File: src/rtl/key_pkg.sv
// Shared types and constants for the key-bounce stimulus blocks.
package key_pkg;

    typedef enum logic [1:0] {
        UP        = 2'd0,
        BOUNCE_DN = 2'd1,
        HELD      = 2'd2,
        BOUNCE_UP = 2'd3
    } key_state_e;

    localparam logic [15:0] LFSR_POLY         = 16'hB400;
    localparam logic [15:0] LFSR_SEED_DEFAULT = 16'hACE1;

    // One step of the right-shifting Galois LFSR.
    function automatic logic [15:0] lfsr_next(input logic [15:0] s);
        return s[0] ? ((s >> 1) ^ LFSR_POLY) : (s >> 1);
    endfunction

endpackage

File: src/rtl/key_bounce_gen_if.sv
// Command handshake and emulated key line between sequencer and bounce generator.
interface key_bounce_gen_if;

    logic cmd_valid;
    logic cmd_press;
    logic cmd_ready;
    logic key_n;
    logic busy;
    logic settled_pulse;

    modport master (
        output cmd_valid, cmd_press,
        input  cmd_ready, key_n, busy, settled_pulse
    );

    modport slave (
        input  cmd_valid, cmd_press,
        output cmd_ready, key_n, busy, settled_pulse
    );

endinterface

File: src/rtl/lfsr16.sv
// Free-running 16-bit Galois LFSR, reloaded with SEED on reset.
module lfsr16
    import key_pkg::*;
#(
    parameter logic [15:0] SEED = LFSR_SEED_DEFAULT
) (
    input  logic        clk,
    input  logic        rst,
    output logic [15:0] state
);

    logic [15:0] state_q;
    logic [15:0] state_d;

    // Next value of the shift register.
    always_comb begin
        state_d = lfsr_next(state_q);
    end

    // State register; advances every cycle outside reset.
    always_ff @(posedge clk or posedge rst) begin
        if (rst) begin
            state_q <= SEED;
        end else begin
            state_q <= state_d;
        end
    end

    assign state = state_q;

endmodule

File: src/rtl/key_bounce_gen.sv
// Emulated mechanical key: pseudo-random contact chatter on each press/release.
module key_bounce_gen
    import key_pkg::*;
#(
    parameter int unsigned BOUNCE_CYC = 200000,
    parameter int unsigned WIDTH      = 18,
    parameter int unsigned GAP_W      = 8,
    parameter logic [15:0] SEED       = LFSR_SEED_DEFAULT
) (
    input  logic            clk,
    input  logic            rst,
    key_bounce_gen_if.slave bus
);

    localparam logic [WIDTH-1:0] CNT_LAST = WIDTH'(BOUNCE_CYC - 1);

    key_state_e       state_q, state_d;
    logic [WIDTH-1:0] cnt_q, cnt_d;
    logic [GAP_W-1:0] gap_q, gap_d;
    logic             key_q, key_d;
    logic             settled_q, settled_d;
    logic [15:0]      lfsr;

    lfsr16 #(.SEED(SEED)) u_lfsr (
        .clk   (clk),
        .rst   (rst),
        .state (lfsr)
    );

    // Only the low GAP_W bits feed the gap reload.
    if (GAP_W < 16) begin : g_unused_lfsr
        logic unused_lfsr_hi;
        assign unused_lfsr_hi = ^lfsr[15:GAP_W];
    end

    // Next-state, counters and key level.
    always_comb begin
        state_d   = state_q;
        cnt_d     = cnt_q;
        gap_d     = gap_q;
        key_d     = key_q;
        settled_d = 1'b0;
        case (state_q)
            UP: begin
                if (bus.cmd_valid && bus.cmd_press) begin
                    state_d = BOUNCE_DN;
                    key_d   = ~key_q;
                    cnt_d   = '0;
                    gap_d   = lfsr[GAP_W-1:0];
                end
            end
            HELD: begin
                if (bus.cmd_valid && !bus.cmd_press) begin
                    state_d = BOUNCE_UP;
                    key_d   = ~key_q;
                    cnt_d   = '0;
                    gap_d   = lfsr[GAP_W-1:0];
                end
            end
            BOUNCE_DN, BOUNCE_UP: begin
                cnt_d = cnt_q + WIDTH'(1);
                if (cnt_d == CNT_LAST) begin
                    // Forcing wins over any coincident gap expiry.
                    key_d     = (state_q == BOUNCE_UP);
                    state_d   = (state_q == BOUNCE_UP) ? UP : HELD;
                    settled_d = 1'b1;
                end else if (gap_q == '0) begin
                    key_d = ~key_q;
                    gap_d = lfsr[GAP_W-1:0];
                end else begin
                    gap_d = gap_q - GAP_W'(1);
                end
            end
            default: begin
                state_d = UP;
            end
        endcase
    end

    // State and datapath registers.
    always_ff @(posedge clk or posedge rst) begin
        if (rst) begin
            state_q   <= UP;
            cnt_q     <= '0;
            gap_q     <= '0;
            key_q     <= 1'b1;
            settled_q <= 1'b0;
        end else begin
            state_q   <= state_d;
            cnt_q     <= cnt_d;
            gap_q     <= gap_d;
            key_q     <= key_d;
            settled_q <= settled_d;
        end
    end

    assign bus.cmd_ready     = (state_q == UP) || (state_q == HELD);
    assign bus.busy          = (state_q == BOUNCE_DN) || (state_q == BOUNCE_UP);
    assign bus.key_n         = key_q;
    assign bus.settled_pulse = settled_q;

endmodule

File: src/flat_wrapper.sv
// flat-port wrapper written by rule: the top's interface ports become plain ports
module key_bounce_gen_flat import key_pkg::*;
#(
    parameter int unsigned BOUNCE_CYC = 200000,
    parameter int unsigned WIDTH      = 18,
    parameter int unsigned GAP_W      = 8,
    parameter logic [15:0] SEED       = LFSR_SEED_DEFAULT
)
  (clk, rst, bus_cmd_valid, bus_cmd_press, bus_cmd_ready, bus_key_n, bus_busy, bus_settled_pulse);
  key_bounce_gen_if bus_i ();
  input  logic clk;
  input  logic rst;
  input wire logic [$bits(bus_i.cmd_valid)-1:0] bus_cmd_valid;
  input wire logic [$bits(bus_i.cmd_press)-1:0] bus_cmd_press;
  output wire logic [$bits(bus_i.cmd_ready)-1:0] bus_cmd_ready;
  output wire logic [$bits(bus_i.key_n)-1:0] bus_key_n;
  output wire logic [$bits(bus_i.busy)-1:0] bus_busy;
  output wire logic [$bits(bus_i.settled_pulse)-1:0] bus_settled_pulse;
  assign bus_i.cmd_valid = bus_cmd_valid;
  assign bus_i.cmd_press = bus_cmd_press;
  assign bus_cmd_ready = bus_i.cmd_ready;
  assign bus_key_n = bus_i.key_n;
  assign bus_busy = bus_i.busy;
  assign bus_settled_pulse = bus_i.settled_pulse;
  key_bounce_gen #(.BOUNCE_CYC(BOUNCE_CYC), .WIDTH(WIDTH), .GAP_W(GAP_W), .SEED(SEED)) u_core (.clk(clk), .rst(rst), .bus(bus_i));
endmodule
File: config.mk
export PLATFORM = sky130hd
export DESIGN_NAME = key_bounce_gen_flat
export DESIGN_NICKNAME = d
export VERILOG_FILES = /design/src/rtl/key_pkg.sv /design/src/rtl/key_bounce_gen_if.sv /design/src/rtl/lfsr16.sv /design/src/rtl/key_bounce_gen.sv /design/src/flat_wrapper.sv
export SDC_FILE = /design/constraint.sdc
export NUM_CORES = 1
export LEC_CHECK = 0
export ABC_AREA = 1
export ABC_CLOCK_PERIOD_IN_PS = 3100
export CORE_UTILIZATION = 30
export CTS_BUF_LIST = sky130_fd_sc_hd__clkbuf_2
export CTS_CLUSTER_DIAMETER = 120
export DETAILED_ROUTE_END_ITERATION = 7
export HOLD_SLACK_MARGIN = 0.1
export SYNTH_ARGS = -nofsm -noshare
export SYNTH_HDL_FRONTEND = slang
export SYNTH_HIERARCHICAL = 1
export SYNTH_SLANG_ARGS = --single-unit
File: constraint.sdc
create_clock -name clk -period 3.1 [get_ports clk]
set_input_delay 0.775 -clock clk [delete_from_list [all_inputs] [get_ports clk]]
set_output_delay 0.775 -clock clk [all_outputs]
set_load 0.1 [all_outputs]
**Word-level counts from Yosys, hierarchy flattened**

Index checks and enable logic that the tools add are counted.

- Bits in writable memories: 0
- Latch bits: 0
- Output and inout bits: 4
- ROM bits: 0
- Memories kept: 0
- Bits in registers: 46
- Logic and storage cells: 52
- Input bits: 4

- Mux-type cells: 21
- Reductions and logical operators: 12
- Divide/modulo/power cells: 0
- Add/subtract/negate cells: 2
- Shift operators: 0
- $mul: 0
- Magnitude comparators: 0
- Equal/unequal tests: 9
- Bitwise operators: 2

Operators with widths:

| kind | count |
|---|---|
| $pmux 18 s3 | 1 |
| $mux 18 | 2 |
| $mux 8 | 4 |
| $pmux 8 s3 | 1 |
| $add 18x1->18 const B | 1 |
| $eq 18x18->1 const B | 1 |
| $mux 16 | 1 |
| $reduce_and 3->1 | 3 |
| $logic_not 8->1 | 1 |
| $mux 2 | 4 |
| $sub 8x1->8 const B | 1 |
| $mux 1 | 6 |
| $ne 2x1->1 const B | 3 |
| $pmux 2 s3 | 1 |
| $eq 2x2->1 const B | 2 |
| $not 3->4 | 1 |
| $ne 3x1->1 const B | 1 |
| $pmux 1 s3 | 1 |
| $eq 2x1->1 const B | 1 |
| $logic_and 1x1->1 | 2 |
| $logic_not 2->1 | 1 |
| $logic_or 1x1->1 | 2 |
| $ne 2x2->1 const B | 1 |
| $reduce_and 2->1 | 1 |
| other kinds (3) | 3 |

**Depth between registers and ports, before layout**

Gate-level depths: netlist of the first run.

- Depth in word-level cells: 4
- Mapped depth: 15
- Mapped depth without buffers: 15

**Hierarchy**

The synthesis of the first run kept the hierarchy.

Modules (own cells, without submodules):

| module | times used | area an instance (sq um) | seq. area each (sq um) | cells each |
|---|---|---|---|---|
| key_bounce_gen | 1 | 2307.2 | 752.0 | 325 |
| lfsr16 | 1 | 560.5 | 410.4 | 43 |

**Least setup slack after synthesis of the first run**

Ideal clock, no wire load.

- Kind: input -> register
- Start point: in bus_cmd_valid
- End point: reg u_core.cnt_q[10]
- Arrival: 1.812 ns
- Path slack: 1.147 ns
- Data required time: 2.959 ns
- Buffers on the path: 2
- Library setup time: 0.141 ns
- Stages: 7
- Cell sequence: inv_1 > o21ai_0 > nand2_1 > inv_1 > clkbuf_1 > buf_1 > o22ai_1

- Longest elaborated chain between the ends: 3
- Elaborated cells between the ends (all ways): 5
- Classes of those cells: 2 x eq/ne; 3 x reduce/logical

Ends and longest elaborated chain:

| element | line | RTL |
|---|---|---|
| start: declaration | flat_wrapper.sv:13 | `input wire logic [$bits(bus_i.cmd_valid)-1:0] bus_cmd_valid;` |
| $logic_and 1x1->1 (on tied branches) | key_bounce_gen.sv:45, key_bounce_gen.sv:53 |  |
| $ne 2x1->1 (no source line) | - |  |
| $reduce_and 2->1 (no source line) (*) | - |  |
| end signal: assignment | key_bounce_gen.sv:90 | `cnt_q <= cnt_d;` |
| end: declaration | key_bounce_gen.sv:18 | `logic [WIDTH-1:0] cnt_q, cnt_d;` |

Mark *: on every way between the ends. The rest lies on a longest branch, timed or not.
A chain may end at the register's enable or synchronous reset.

**Final worst setup path of the first run**

- Start point: reg u_core.state_q[0]
- End point: out bus_cmd_ready

- Longest elaborated chain between the ends: 2
- Elaborated cells between the ends (all ways): 3
- Classes of those cells: 1 x eq/ne; 2 x reduce/logical

Ends and longest elaborated chain:

| element | line | RTL |
|---|---|---|
| start: declaration | key_bounce_gen.sv:17 | `key_state_e state_q, state_d;` |
| start signal: assignment | key_bounce_gen.sv:89 | `state_q <= state_d;` |
| $eq 2x2->1 / $logic_not 2->1 (equally long branches) | key_bounce_gen.sv:97 | `assign bus.cmd_ready = (state_q == UP) \|\| (state_q == HELD);` |
| $logic_or 1x1->1 (*) | key_bounce_gen.sv:97 |  |
| end: declaration | flat_wrapper.sv:15 | `output wire logic [$bits(bus_i.cmd_ready)-1:0] bus_cmd_ready;` |

Marks and branches as above.

==> run metrics, run 1 <==
num rows 35; Worst Path Required 2.32 ns; GRT overflow 0; max cap viols 0; Max stage delay cell, worst path dfrtp_1; status completed; first-pass GRT wire length 10.1 mm; CTS H-tree lvls 2; Final Critical Period 2.52 ns; Fillers 951; Die ar. 9830 sq um; Post-CTS Setup Bufs 0; final setup TNS 0 ns; Die H 99.1 microns; Worst-Margin Slew 0.559 ns; Hold WS 0.382 ns; I/O pins 8; vias in the first global route 2117; crit-path max FO 4; CTS tree yes; hpwl dp 4.15 mm; Starting Density 0.308; Hold Crit Class reg2reg; Synth Instances 363; Clock Skews 0.0206 ns; FMAX 397 MHz; Int Pwr 749 uW; Worst-path clk slew 0.26 ns; # DRC 0; Area growth syn-to-layout 6.68%; Clock power frac 0.368; combinational power share 0.017; WP data arrival 1.75 ns; R2R Setup Slk 0.84 ns; Max transition margin 0.627; Net Count, Synth 375; Routed WL 5.67 mm; Worst Setup End Kind primary output; CTS resizes 0; synthesized area 2830 sq um; IO buf count 7; leak pwr 0.00155 uW; maximum VDD drop 0.207 mV; routed length per placed instance 11.9 microns; TritonRoute pass-1 iters 5; Total Nets Final 377; Multi-input gate area 1400 sq um; Post-CTS Hold Buffers 0; 1st-iter DRT viols 114; number of buffers on the longest clock path 2; final hold violation count 0; Syn Area/Cell 7.80 sq um; largest net degree at the start of global routing 31; max incr delay on CP 0.47 ns; number of CTS-inserted buffers 5; Slew Limit Fails 0; share of layout cells above drive strength 1 0.167; RSZ-0062 raised after global routing false; CP Cell Sequence inv_1 -> ha_1 -> or2_2 -> buf_4; Cell Pwr Density 325 nW/um^2; yosys warns 6; Final setup viols 0; GRT Resource Usage Total 0.129; CTS Sinks 46; DIE WIDTH 99.1 microns; kind of critical path reg2out; Final Cycle Share 0.813; root buffer cell clkbuf_2; Switching Fraction 0.236; via count 2226; worst skew pair latency 0.43 ns; Seq pwr share 0.615; register area 1160 sq um; GPL Wtd Cong 0.834; initial antenna violation count 0; # diodes 0; post-route ant nets 0; CP Launch Type flop; via/cell ratio 4.67; core area 9200 sq um; Switch Pwr 232 uW
## flip-flops by register name (all words and copies together) (netlist names)
| signal | flops |
|---|---|
| u_core/cnt_q | 18 |
| u_core/u_lfsr/state | 16 |
| u_core/bus.key_n | 1 |
| u_core/state_q | 2 |
| u_core/bus.settled_pulse | 1 |
| u_core/gap_q | 8 |
## layout by cell type (no fill, tap or decap), types with 5 or more instances in the layout
cell	count
nor2_1	27
dfstp_2	9
dfrtp_1	37
o21ai_0	12
nand4_1	5
nand3_1	26
buf_4	6
o21ai_2	6
o22ai_1	11
nand2_1	118
ha_1	8
clkbuf_2	5
inv_1	42
nand2_2	10
## path summary, 6_finish.rpt
check	end	startpoint	cells past startpoint
max in group asynchronous	u_core/u_lfsr/state[7]	rst	2
worst min-delay path	u_core/u_lfsr/state[6]	u_core/u_lfsr/state[7]	0
min in group asynchronous	u_core/u_lfsr/state[4]	rst	2
worst max register to register	u_core/gap_q[4]	u_core/cnt_q[1]	13
worst max-delay path	bus_cmd_ready	u_core/state_q[0]	4
worst min register to register	u_core/u_lfsr/state[6]	u_core/u_lfsr/state[7]	0
## power by group through the flow
stage	clock network [uW]	logic, uW	registers [uW]
3_3_place_gp	0	18.3	612
3_5_place_dp	0	18.4	612
2_1_floorplan	0	9.32	612
6_report	361	17.0	602
4_1_cts	386	18.2	603
5_1_grt	414	20.8	603
## worst max-delay path, delay by kind of cell, from the launching register on
kind | cells | cell delay, ns
flops | 1 | 0.47
buf+inv | 2 | 0.33
simple gates | 1 | 0.30
fa+ha+maj | 1 | 0.23
## routing by layer
metal | vias to the layer above | share of wire | track usage
met5 | - | 0 | 0
met4 | 0 | 0.0090 | 0.0362
met3 | 5 | 0.050 | 0.0274
met2 | 46 | 0.47 | 0.202
met1 | 1036 | 0.47 | 0.181
li1 | 1139 | - | -
## through the flow
stage | utilization | worst slack (ns) | total power, uW | cells | area, sq um
6_report | 0.328 | 0.579 | 980 | 477 | 3020
3_3_place_gp | 0.320 | 0.710 | 630 | 469 | 2950
4_1_cts | 0.328 | 0.528 | 1010 | 477 | 3020
3_5_place_dp | 0.320 | 0.665 | 630 | 469 | 2950
2_1_floorplan | - | 1.15 | 621 | 363 | 2830
5_1_grt | 0.328 | 0.448 | 1040 | 477 | 3020
## area by class of cell
| class | instances | share of cell area |
|---|---|---|
| tap | 111 | 0.0460 |
| clock inverter | 3 | 0.0162 |
| multi-input combinational | 258 | 0.464 |
| inverter | 45 | 0.0559 |
| clock buffer | 5 | 0.00829 |
| timing repair buffer | 9 | 0.0249 |
| sequential | 46 | 0.385 |
Power figures use the tool's default switching activity.
==> run 2, diff against run 1 <==
- ABC_CLOCK_PERIOD_IN_PS: 3100 -> 2500
- clock period: 3.1 -> 2.5 ns (I/O delays scaled with it)
==> run 2 against run 1 <==
Effect of this change:
- the run now ends with DRC left
- final area up 0.12%
- routed wire length up 1.1%
- combinational power up 24%
- global-route usage up 0.39 points
- count of clock-buffer cells in the layout unchanged
- highest routed layer unchanged
==> run metrics, run 2 (same netlist as run 1, synthesis figures left out) <==
Worst Path Required 1.88 ns (-0.44 ns); Worst-path clk slew 0.26 ns (about the same); final hold violation count 0 (unchanged); vias in the first global route 2105 (-0.57%); Worst-Margin Slew 0.553 ns (-0.00620 ns); Hold WS 0.378 ns (-0.00442 ns); number of buffers on the longest clock path 2 (unchanged); GRT Resource Usage Total 0.133 (+0.00394); Post-CTS Setup Bufs 0 (unchanged); Total Nets Final 379 (+0.53%); number of CTS-inserted buffers 5 (unchanged); Clock Skews 0.0179 ns (-0.00265 ns); CP Launch Type flop; CTS tree yes; core area 9200 sq um (unchanged); crit-path max FO 4 (unchanged); max incr delay on CP 0.46 ns (about the same); num rows 35 (unchanged); status finished with violations; routed length per placed instance 12.0 microns (+0.71%); WP data arrival 1.73 ns (-0.02 ns); Die H 99.1 microns (unchanged); Top Family by Delay on Critical Path flip-flops; most common cell after layout, fill and taps aside nand2_1; TritonRoute pass-1 iters 6 (+1); Max stage delay cell, worst path dfrtp_1; CTS H-tree lvls 2 (unchanged); DIE WIDTH 99.1 microns (unchanged); max cap viols 0 (unchanged); Final setup viols 0 (unchanged); Multi-input gate area 1400 sq um (unchanged); maximum VDD drop 0.262 mV (+27%); first-pass GRT wire length 10.3 mm (+1.9%); GRT overflow 0 (unchanged); CTS resizes 0 (unchanged); initial antenna violation count 0 (unchanged); max reg flops 18 (unchanged); RSZ-0062 raised after global routing false; register area 1160 sq um (unchanged); hpwl dp 4.31 mm (+3.8%); failing checks DRC; CP Cell Sequence inv_1 -> ha_1 -> or2_2 -> buf_4; GPL Wtd Cong 0.823 (-1.3%); post-route worst setup slack 0.144 ns (-0.435 ns); Max transition margin 0.631 (+0.00414); Final Cycle Share 0.942; Final Util 0.329 (+0.000408); Final Critical Period 2.36 ns; Cell Pwr Density 368 nW/um^2 (+13%); final setup TNS 0 ns (unchanged); root buffer cell clkbuf_2; kind of critical path reg2out; Die ar. 9830 sq um (unchanged); share of layout cells above drive strength 1 0.171 (+0.00453); post-route ant nets 0 (unchanged); CTS Sinks 46 (unchanged); Hold Crit Class reg2reg; Worst Setup End Kind primary output; IO buf count 7 (unchanged); I/O pins 8 (unchanged); # diodes 0 (unchanged); commonest cells after routing, fill and taps aside 118 x nand2_1, 42 x inv_1, 37 x dfrtp_1; leak pwr 0.00155 uW (+0.30%); Slew Limit Fails 0 (unchanged); total power 1110 uW (+13%); Starting Density 0.308 (unchanged); # DRC 2 (+2); Routed WL 5.74 mm (+1.1%); Post-CTS Hold Buffers 0 (unchanged); Largest Register u_core/cnt_q; 1st-iter DRT viols 76 (-33%); FMAX 424 MHz; Fillers 966 (+1.6%); via/cell ratio 4.55 (-2.4%); Area growth syn-to-layout 6.81%; via count 2181 (-2.0%); worst skew pair latency 0.43 ns (about the same); largest net degree at the start of global routing 31 (unchanged); crit path buf inv count 2 (unchanged); setup slack at placement 0.296 ns (-0.368 ns)
-- run 2: final cells by class --
cell class,instances,share of cell area
well taps,111,0.0459
clock buffers,5,0.00828
repair buffers,11,0.0339
inverters,45,0.0559
flip-flops and latches,46,0.385
clock inverters,3,0.00828
multi-input cells,258,0.463
-- run 2: worst paths after layout --
| kind | start | to | slack (ns) | cells after the start |
|---|---|---|---|---|
| setup / recovery | u_core/state_q[0] | bus_cmd_ready | 0.14 | 4 |
| hold / removal | u_core/u_lfsr/state[12] | u_core/u_lfsr/state[11] | 0.38 | 0 |
| setup reg to reg | u_core/cnt_q[1] | u_core/gap_q[6] | 0.30 | 13 |
| hold reg to reg | u_core/u_lfsr/state[12] | u_core/u_lfsr/state[11] | 0.38 | 0 |
| max in group asynchronous | rst | u_core/u_lfsr/state[6] | 1.59 | 2 |
| min in group asynchronous | rst | u_core/u_lfsr/state[2] | 0.52 | 2 |
-- run 2: power by group --
part | internal (uW) | switching (uW)
Clock | 74.8 | 269
Combinational | 5.64 | 15.5
Sequential | 747 | 0
Total | 827 | 284
-- run 2: routing by layer --
metal  GRT usage  wire length [microns]  vias to the layer above
met2       0.205                   2620                       43
met5           0                      0                        -
met1       0.187                   2780                      985
li1            -                      -                     1143
met3      0.0260                    238                       10
met4      0.0464                     98                        0
-- run 2: per-stage QoR --
stage	cell area (sq um)	std cells
after floorplan	2830	363
after global placement	2970	471
after detailed placement	2970	471
after CTS	3020	479
after global routing	3020	479
final	3020	479
